===== src/rtl/aes_wb_stream_ctrl.sv =====
// aes_wb_stream_ctrl
//   Wishbone slave that feeds a fixed-latency AES core. Software loads KEY
//   and DIN, issues GO, and collects results from a small FIFO through DOUT.
//   A token shift register tracks each block through the core.
//
// Ports
//   wb_clk_i      clock (also clocks the attached core)
//   wb_rst_i      synchronous active-low reset
//   wb_dat_i/o    WB write / registered read data
//   wb_adr_i      byte address, word index = adr[7:2]
//   wb_sel_i      byte enables (KEY/DIN writes only)
//   wb_we_i, wb_cyc_i, wb_stb_i, wb_ack_o   WB handshake
//   core_state_o  plaintext held for the core from the cycle after GO
//   core_key_o    KEY register
//   core_out_i    core ciphertext, sampled when a token leaves the pipe
//   irq_o         IE & result available (registered)
//
// Map (word 0 = MSBs): 0x00 KEY, 0x10 DIN, 0x20 DOUT (0x2C pops),
//   0x30 CTRL {IE,FLUSH,GO}, 0x34 STATUS {key_err,unf,ovf,busy,in_flight,out_count}
module aes_wb_stream_ctrl #(
  parameter int           DEPTH   = 4,
  parameter int           LATENCY = 21,
  parameter logic [127:0] KEY_RST = 128'h0
) (
  input  logic         wb_clk_i,
  input  logic         wb_rst_i,
  input  logic [31:0]  wb_dat_i,
  output logic [31:0]  wb_dat_o,
  input  logic [7:0]   wb_adr_i,
  input  logic [3:0]   wb_sel_i,
  input  logic         wb_we_i,
  input  logic         wb_cyc_i,
  input  logic         wb_stb_i,
  output logic         wb_ack_o,
  output logic [127:0] core_state_o,
  output logic [127:0] core_key_o,
  input  logic [127:0] core_out_i,
  output logic         irq_o
);
  localparam int PW = $clog2(DEPTH);

  logic [127:0]       r_key, r_din, r_state;
  logic               r_ie, r_ack, r_irq, r_issue, r_ovf, r_unf, r_kerr;
  logic [31:0]        r_dat;
  logic [LATENCY-1:0] r_tok;
  logic [127:0]       r_mem [DEPTH];
  logic [PW-1:0]      r_wptr, r_rptr;
  logic [4:0]         r_out_cnt;
  logic [5:0]         r_in_flight;

  logic        w_req, w_wr, w_rd;
  logic [5:0]  w_word;
  logic [6:0]  w_lsb;
  logic        w_key_sel, w_din_sel, w_dout_sel, w_ctrl_sel, w_stat_sel;
  logic        w_busy, w_empty, w_flush, w_go, w_room, w_accept, w_cap, w_pop;
  logic        w_unf_set, w_kerr_set, w_ovf_set, w_stat_wr, w_ie_next, w_mem_we;
  logic [127:0] w_head;
  logic [31:0] w_rdata;
  logic [4:0]  w_out_cnt_next;
  logic [5:0]  w_in_flight_next;
  logic [LATENCY-1:0] w_tok_shift;
  logic        w_unused_adr;

  function automatic logic [31:0] f_merge(input logic [31:0] old_w,
                                          input logic [31:0] new_w,
                                          input logic [3:0]  sel);
    logic [31:0] res;
    for (int b = 0; b < 4; b++)
      res[8*b +: 8] = sel[b] ? new_w[8*b +: 8] : old_w[8*b +: 8];
    return res;
  endfunction

  // Single-cycle ack: a new request is only seen while ack is low.
  assign w_req  = wb_cyc_i & wb_stb_i & ~r_ack;
  assign w_wr   = w_req & wb_we_i;
  assign w_rd   = w_req & ~wb_we_i;
  assign w_word = wb_adr_i[7:2];
  assign w_unused_adr = ^wb_adr_i[1:0];
  // Word 0 of each 128-bit register carries bits [127:96].
  assign w_lsb  = {2'd3 - wb_adr_i[3:2], 5'd0};

  assign w_key_sel  = (w_word[5:2] == 4'd0);
  assign w_din_sel  = (w_word[5:2] == 4'd1);
  assign w_dout_sel = (w_word[5:2] == 4'd2);
  assign w_ctrl_sel = (w_word == 6'd12);
  assign w_stat_sel = (w_word == 6'd13);

  assign w_busy     = (r_in_flight != 6'd0);
  assign w_empty    = (r_out_cnt == 5'd0);
  assign w_stat_wr  = w_wr & w_stat_sel;
  // FLUSH dominates GO in the same write.
  assign w_flush    = w_wr & w_ctrl_sel & wb_dat_i[1];
  assign w_go       = w_wr & w_ctrl_sel & wb_dat_i[0] & ~wb_dat_i[1];
  // Reserve a FIFO slot for every block still in the core.
  assign w_room     = ({1'b0, r_in_flight} + {2'b00, r_out_cnt}) < 7'(DEPTH);
  assign w_accept   = w_go & w_room;
  assign w_ovf_set  = w_go & ~w_room;
  assign w_cap      = r_tok[LATENCY-1] & ~w_flush;
  assign w_pop      = w_rd & w_dout_sel & (w_word[1:0] == 2'd3) & ~w_empty;
  assign w_unf_set  = w_rd & w_dout_sel & w_empty;
  assign w_kerr_set = w_wr & w_key_sel & w_busy;
  assign w_head     = r_mem[r_rptr];
  assign w_mem_we   = w_cap & wb_rst_i;

  // The issue flop aligns the token with the core's first sample of core_state_o.
  generate
    if (LATENCY > 1) begin : g_tok
      assign w_tok_shift = {r_tok[LATENCY-2:0], r_issue};
    end else begin : g_tok1
      assign w_tok_shift = r_issue;
    end
  endgenerate

  always_comb begin
    w_out_cnt_next   = r_out_cnt + {4'd0, w_cap} - {4'd0, w_pop};
    w_in_flight_next = r_in_flight + {5'd0, w_accept} - {5'd0, w_cap};
    if (w_flush) begin
      w_out_cnt_next   = 5'd0;
      w_in_flight_next = 6'd0;
    end
    w_ie_next = (w_wr & w_ctrl_sel) ? wb_dat_i[2] : r_ie;
  end

  always_comb begin
    w_rdata = 32'd0;
    if (w_key_sel)       w_rdata = r_key[w_lsb +: 32];
    else if (w_din_sel)  w_rdata = r_din[w_lsb +: 32];
    else if (w_dout_sel) w_rdata = w_empty ? 32'd0 : w_head[w_lsb +: 32];
    else if (w_ctrl_sel) w_rdata = {29'd0, r_ie, 2'b00};
    else if (w_stat_sel) w_rdata = {17'd0, r_kerr, r_unf, r_ovf, w_busy, r_in_flight, r_out_cnt};
  end

  always_ff @(posedge wb_clk_i) begin
    if (w_mem_we) r_mem[r_wptr] <= core_out_i;
  end

  always_ff @(posedge wb_clk_i) begin
    if (!wb_rst_i) begin
      r_key       <= KEY_RST;
      r_din       <= '0;
      r_state     <= '0;
      r_ie        <= 1'b0;
      r_ack       <= 1'b0;
      r_dat       <= '0;
      r_irq       <= 1'b0;
      r_issue     <= 1'b0;
      r_tok       <= '0;
      r_wptr      <= '0;
      r_rptr      <= '0;
      r_out_cnt   <= '0;
      r_in_flight <= '0;
      r_ovf       <= 1'b0;
      r_unf       <= 1'b0;
      r_kerr      <= 1'b0;
    end else begin
      r_ack <= w_req;
      r_dat <= w_rd ? w_rdata : 32'd0;
      if (w_wr & w_key_sel & ~w_busy)
        r_key[w_lsb +: 32] <= f_merge(r_key[w_lsb +: 32], wb_dat_i, wb_sel_i);
      if (w_wr & w_din_sel)
        r_din[w_lsb +: 32] <= f_merge(r_din[w_lsb +: 32], wb_dat_i, wb_sel_i);
      r_ie <= w_ie_next;
      if (w_accept) r_state <= r_din;
      if (w_flush) begin
        r_issue <= 1'b0;
        r_tok   <= '0;
        r_wptr  <= '0;
        r_rptr  <= '0;
      end else begin
        r_issue <= w_accept;
        r_tok   <= w_tok_shift;
        if (w_cap) r_wptr <= r_wptr + 1'b1;
        if (w_pop) r_rptr <= r_rptr + 1'b1;
      end
      r_out_cnt   <= w_out_cnt_next;
      r_in_flight <= w_in_flight_next;
      // W1C clear first; a set event in the same cycle wins.
      r_ovf  <= (r_ovf  & ~(w_stat_wr & wb_dat_i[12])) | w_ovf_set;
      r_unf  <= (r_unf  & ~(w_stat_wr & wb_dat_i[13])) | w_unf_set;
      r_kerr <= (r_kerr & ~(w_stat_wr & wb_dat_i[14])) | w_kerr_set;
      r_irq  <= w_ie_next & (w_out_cnt_next != 5'd0);
    end
  end

  assign wb_ack_o     = r_ack;
  assign wb_dat_o     = r_dat;
  assign irq_o        = r_irq;
  assign core_state_o = r_state;
  assign core_key_o   = r_key;
endmodule


===== config.mk =====
export PLATFORM = sky130hd
export DESIGN_NAME = aes_wb_stream_ctrl
export DESIGN_NICKNAME = d
export VERILOG_FILES = /design/src/rtl/aes_wb_stream_ctrl.sv
export SDC_FILE = /design/constraint.sdc
export NUM_CORES = 1
export LEC_CHECK = 0
export CAP_MARGIN = 20
export CORE_ASPECT_RATIO = 0.8
export CORE_MARGIN = 2
export CORE_UTILIZATION = 56
export CTS_CLUSTER_DIAMETER = 50
export DETAILED_ROUTE_END_ITERATION = 10
export PLACE_DENSITY = 0.8
export SLEW_MARGIN = 15
export SYNTH_ARGS = -nofsm -noshare
export SYNTH_HDL_FRONTEND = slang
export SYNTH_SLANG_ARGS = --single-unit

===== constraint.sdc =====
create_clock -name wb_clk_i -period 7.2 [get_ports wb_clk_i]
set_input_delay 0.72 -clock wb_clk_i [delete_from_list [all_inputs] [get_ports wb_clk_i]]
set_output_delay 0.72 -clock wb_clk_i [all_outputs]
set_load 0.05 [all_outputs]

==> metrics, run 1 <==
CTS tree=built; RSZ-0062 raised after global routing=false; worst hold path class=flip-flop to flip-flop; I/O Buffers=464; share of cells above drive strength 1=12.3%; Post-Syn Nets=3,279; count of cell types in the netlist=55; Skew-Pair Late Insertion Delay=0.67 ns; overall power=11.2 mW; total congestion overflow=0; final net count=3,682; # IOs=467; P&R area growth vs syn=22.2%; vias post-DR=27,600; Chip Width=300 um; hold violation count in the final report=0; vias in the first global route=26,500; Clock transition at path regs=0.06 ns; min cycle time layout=4.26 ns; RR Startpoint=wb_ack_o; gpl congestion=0.903; Avg WL per Cell=26.1 um; worst setup path startpoint=wb_adr_i[2]; pre-CTS WS=2.33 ns; most frequent cell after synthesis=nand2_1; Post-Syn Area=39,200 sq um; Worst Setup End Kind=flip-flop; Seq/Total Area, Yosys=62.8%; Hold Crit Start=core_state_o[122]; Pwr Density=234 nW/um^2; GRT Util Overall=31.7%; critical path cell sequence=buf_6 > inv_2 > ha_1 > nand3_1 > nor4_4 > buf_4 > inv_4 > ha_1 > inv_1 > ha_1 > inv_1 > fa_1 > inv_1 > a21oi_1 > o21bai_1 > xnor2_1 > nor2_1; Least-Margin Pin Slew=1.19 ns; Worst slew margin=20.2%; Worst EP arrival=4.77 ns; worst stage delay on the critical path=0.58 ns; Setup TNS=0 ns; Yosys Warn Count=0; final worst slack=2.94 ns; Setup Buffers After CTS=0; TritonCTS buffer count=97; Cells after Synth=3,072; Post-Route WL=117 mm; MaxCap Viol Count=0; Final period util=59.1%; TritonCTS Sinks=973; number of placement rows=86; Crit path max-delay family=buffers and inverters; DR DRC count=0; peak supply drop=0.214 mV; FF+latch count, synth=973; Post-CTS Resized=0; core area=69,100 sq um; die area=72,100 sq um; Worst EP required=7.72 ns; Commonest cells post-synth=nand2_1 (571), edfxtp_1 (512), dfxtp_1 (461), and2_1 (262), mux4_2 (166); first-pass GRT wire length=170 mm; Die Ht=241 um; crit path launch type=input pin; initial drt markers=3,325; CP bufs+invs=7; vias per inst=6.15; Yosys top cell by area=edfxtp_1; DP HPWL=75.1 mm; clock root cell=clkbuf_16; htree depth=3; Setup Skew=0.0318 ns; Final ANT Viol Nets=0; CP Max Fanout=56; ys flop type=edfxtp_1; largest net degree at the start of global routing=163; status=complete, no violations; share of the synthesized area in the top cell type=39.2%; Final Max Slew Viols=0; clk buf depth=3; top area cells in the synthesized netlist=edfxtp_1 (39%), dfxtp_1 (24%), mux4_2 (9.5%); worst setup path category=input pin to flip-flop; Crit-path slowest cell=buf_6; Initial Utilization=56.7%; Post-synth EDFFs=512; DR pass1 iterations=6; LEAKAGE=16.0 nW; Post-Syn Area per Cell=12.8 sq um; achievable clock frequency=235 MHz; final setup violation count=0; initial antenna violation count=24; CTS hold repair buffers=0; Synth async-reset ratio=0%
-- cell usage in the layout, fill, tap and decap left out, types with 15 or more instances in the layout --
master,count
o22ai_1,26
and3_1,26
clkdlybuf4s50_1,461
clkbuf_16,98
nand2_1,569
and2_1,262
mux2i_1,68
nand3_1,65
mux4_2,166
mux2_2,52
o21ai_0,79
nor3_1,16
o21ai_1,165
diode_2,15
o2bb2ai_1,64
dfxtp_1,459
a21boi_1,128
nor2_1,19
clkbuf_1,23
buf_4,45
ha_1,28
edfxtp_1,512
inv_1,22
a21oi_1,50
-- final timing paths --
path / end / slack, ns / cells after the start
setup / recovery: r_in_flight[4] / 2.94 / 17
hold / removal: core_state_o[122] / 0.45 / 2
setup reg to reg: r_in_flight[4] / 3.30 / 15
hold reg to reg: core_state_o[122] / 0.45 / 2
-- per-layer routing --
layer | track usage, % | wire [um] | vias to the layer above
met5 | 0 | 119 | -
met4 | 11.3 | 3930 | 18
met3 | 9.84 | 14300 | 267
met2 | 48.1 | 52500 | 1704
met1 | 43.5 | 46200 | 13600
li1 | - | - | 12000
-- logic make-up after synthesis --
family / count (synthesis) / share of synthesized area [%]
AO/OA/AOI/OAI: 535 / 8.55
XOR/XNOR: 11 / 0.246
adder cells (fa/ha/maj): 30 / 0.997
buffers and inverters: 237 / 2.48
flip-flops: 973 / 62.8
multiplexers: 286 / 12.8
AND/OR/NAND/NOR: 1000 / 12.1
-- worst reg2reg max path: stages (launching register included) --
cell and delay [ns]:
dfxtp_1 0.33, and4b_1 0.68, nand3_1 0.31, nor4_4 0.29, buf_4 0.32, inv_4 0.28
ha_1 0.36, inv_1 0.06, ha_1 0.15, inv_1 0.06, fa_1 0.42, inv_1 0.07
a21oi_1 0.06, o21bai_1 0.16, xnor2_1 0.14, nor2_1 0.06
-- layout make-up --
class	instances	area, sq um
inverters	24	92.6
diodes	15	37.5
fillers	4673	21200
clock inverters	47	533
repair buffers	517	5140
clock buffers	129	2650
multi-input cells	1862	13600
well taps	924	1160
flip-flops and latches	973	24600
-- power breakdown --
group          switching, mW  leakage, nW  internal, mW
sequential          0.000724         8.31          5.83
combinational          0.216         6.17         0.145
clock                   2.17         1.54          2.86
total                   2.38         16.0          8.84
-- sequential cells by signal (all words and copies together) (netlist names), 5 cells and up, named ones only --
register and flops:
r_din 128, r_mem 512, wb_dat_o 32, r_out_cnt 5, r_tok 21, r_in_flight 6, core_key_o 128, core_state_o 128
-- through the flow --
step	util, %	cell area [sq um]	hold WS [ns]	instances
after floorplan	-	39200	0.437	3072
after global placement	64.5	44600	0.441	4296
after detailed placement	64.5	44600	0.445	4296
after global routing	69.3	47900	0.474	4489
after CTS	69.1	47800	0.454	4472
final	69.3	47900	0.453	4491
Note: power is estimated with default switching activity, not from simulation.
==> inputs of run 2 (changes only) <==
CORE_UTILIZATION = 50   (was 56)
PLACE_DENSITY = 0.76   (was 0.8)
clock period = 3.85 ns   (was 7.2 ns; I/O delays follow)
==> run 2 against run 1 <==
  * Worst setup slack got worse by 2.4 ns
  * Combinational power is 92% higher
  * Critical path depth decreased by 2
  * Core utilization down 6.5 points
  * Sequential cell count unchanged
  * Sequential power grew 87%
  * Hold slack got worse by 0.32 ns
  * First-iteration DRC count decreased by 7.4%
  * Design area is 1.5% higher
  * Clock power increased by 97%
  * Critical path type is now flip-flop to flip-flop
  * Largest cell class unchanged
  * Largest power group unchanged
==> metrics, run 2 (synthesis gave the netlist of run 1 again) <==
status=complete, no violations; Least-Margin Pin Slew=0.867 ns (-0.325 ns); most frequent cells in the layout=nand2_1 (569), edfxtp_1 (512), clkdlybuf4s50_1 (461); vias per inst=5.88 (-4.5%); fillcell total=5,752 (+23%); RR Startpoint=r_out_cnt[4]; GRT Util Overall=28.5% (-3.1 points); critical path cell sequence=ha_1 > nor4_1 > nand3_1 > nor4_4 > inv_4 > ha_1 > inv_1 > ha_1 > inv_1 > fa_1 > inv_1 > a21oi_1 > o21bai_1 > xnor2_1 > nor2_1; first-pass GRT wire length=170 mm (about the same); Die Ht=254 um (+5.7%); largest net degree at the start of global routing=228 (+40%); # IOs=467 (unchanged); die area=80,600 sq um (+12%); Post-Route WL=117 mm (-0.23%); DR DRC count=0 (unchanged); Hold Path Sink=core_key_o[74]; CTS tree=built; final worst slack=0.593 ns (-2.35 ns); Setup Skew=0.0237 ns (-0.00815 ns); crit path launch type=flip-flop; CTS hold repair buffers=0 (unchanged); Pwr Density=443 nW/um^2 (+89%); share of cells above drive strength 1=13.6% (+1.3 points); Avg WL per Cell=25.3 um (-3.0%); Final period util=84.6%; Worst EP arrival=3.80 ns (-0.97 ns); final setup violation count=0 (unchanged); Hold Crit Start=wb_rst_i; worst stage delay on the critical path=0.42 ns (-0.16 ns); initial antenna violation count=20 (-17%); total congestion overflow=0 (unchanged); initial drt markers=3,078 (-7.4%); MaxCap Viol Count=0 (unchanged); Post-Route Utilization=62.8% (-6.5 points); Final ANT Viol Nets=0 (unchanged); r2r setup slk=0.59 ns (-2.71 ns); clock root cell=clkbuf_16; most common cell after layout, fill and taps aside=nand2_1; LEAKAGE=16.3 nW (+2.0%); core area=77,300 sq um (+12%); Skew-Pair Late Insertion Delay=0.67 ns (about the same); achievable clock frequency=307 MHz; CP bufs+invs=4 (-3); reg2reg path depth=15 (unchanged); TritonCTS buffer count=97 (unchanged); pre-CTS WS=0.248 ns (-2.08 ns); Worst EP required=4.39 ns (-3.33 ns); max reg flops=512 (unchanged); hold violation count in the final report=0 (unchanged); Setup Buffers After CTS=0 (unchanged); final instance area=48,600 sq um (+1.5%); P&R area growth vs syn=24.0%; number of placement rows=91 (+5.8%); min cycle time layout=3.26 ns; Biggest register=r_mem; TritonCTS Sinks=973 (unchanged); Critical R2R Capture=r_in_flight[4]; DP HPWL=77.0 mm (+2.5%); worst hold path class=input pin to flip-flop; final net count=3,710 (+0.76%); Post-CTS Resized=0 (unchanged); CP Max Fanout=4 (-93%); peak supply drop=0.325 mV (+52%); vias post-DR=27,100 (-1.8%); DR pass1 iterations=5 (-1); clk buf depth=3 (unchanged); post-place instance area=45,100 sq um (+1.3%); Clock transition at path regs=0.06 ns (about the same); Final Max Slew Viols=0 (unchanged); Worst Setup End Kind=flip-flop; gpl congestion=0.889 (-1.5%); Chip Width=317 um (+5.8%); htree depth=3 (unchanged); Worst slew margin=40.5% (+20 points); Initial Utilization=50.7% (-6.0 points); Crit-path slowest cell=fa_1; I/O Buffers=464 (unchanged); Worst Hold Depth=2 (unchanged); worst setup path category=flip-flop to flip-flop; vias in the first global route=26,100 (-1.6%); RSZ-0062 raised after global routing=false; Crit path max-delay family=adder cells
==> run 2: how the worst max path moves through the flow <==
stage	slack, ns	to	cells past startpoint	start
global placement	0.25	r_in_flight[4]	15	wb_cyc_i
CTS	0.61	irq_o	15	r_out_cnt[2]
finish	0.59	r_in_flight[4]	15	r_out_cnt[4]
global route	0.39	irq_o	15	r_out_cnt[2]
detailed placement	0.25	r_in_flight[4]	15	wb_cyc_i
floorplan	-0.27	r_mem[0][0]	9	wb_adr_i[2]
==> run 2: routing by layer <==
| layer | routed length (um) | track usage, % | up-vias |
|---|---|---|---|
| met5 | 148 | 0 | - |
| li1 | - | - | 12000 |
| met3 | 13300 | 8.67 | 201 |
| met4 | 2520 | 7.57 | 22 |
| met2 | 52600 | 42.7 | 1383 |
| met1 | 48300 | 40.6 | 13500 |
==> run 2: per-stage QoR <==
step | std cells | total power, mW | hold WS [ns] | TNS (ns)
after global placement | 4427 | 11.8 | 0.439 | 0
after detailed placement | 4427 | 11.8 | 0.444 | 0
after global routing | 4614 | 22.1 | 0.133 | 0
after floorplan | 3072 | 11.4 | 0.437 | -140.63
final | 4619 | 21.5 | 0.134 | 0
after CTS | 4609 | 21.6 | 0.111 | 0
==> run 2: where the power goes <==
part	internal [mW]	leakage, nW	total [mW]	switching [mW]
combinational	0.280	6.35	0.692	0.412
clock	5.81	1.68	9.93	4.11
sequential	10.9	8.31	10.9	0.00132
total	17.0	16.3	21.5	4.53
==> run 2: cell type report <==
cell class	instances	area (sq um)	share of cell area (%)
Antenna cell	10	25.0	0.0515
Clock buffer	129	2790	5.74
Clock inverter	53	614	1.26
Inverter	24	92.6	0.191
Multi-Input combinational cell	1862	13700	28.2
Sequential cell	973	24600	50.7
Tap cell	1023	1280	2.64
Timing Repair Buffer	545	5480	11.3
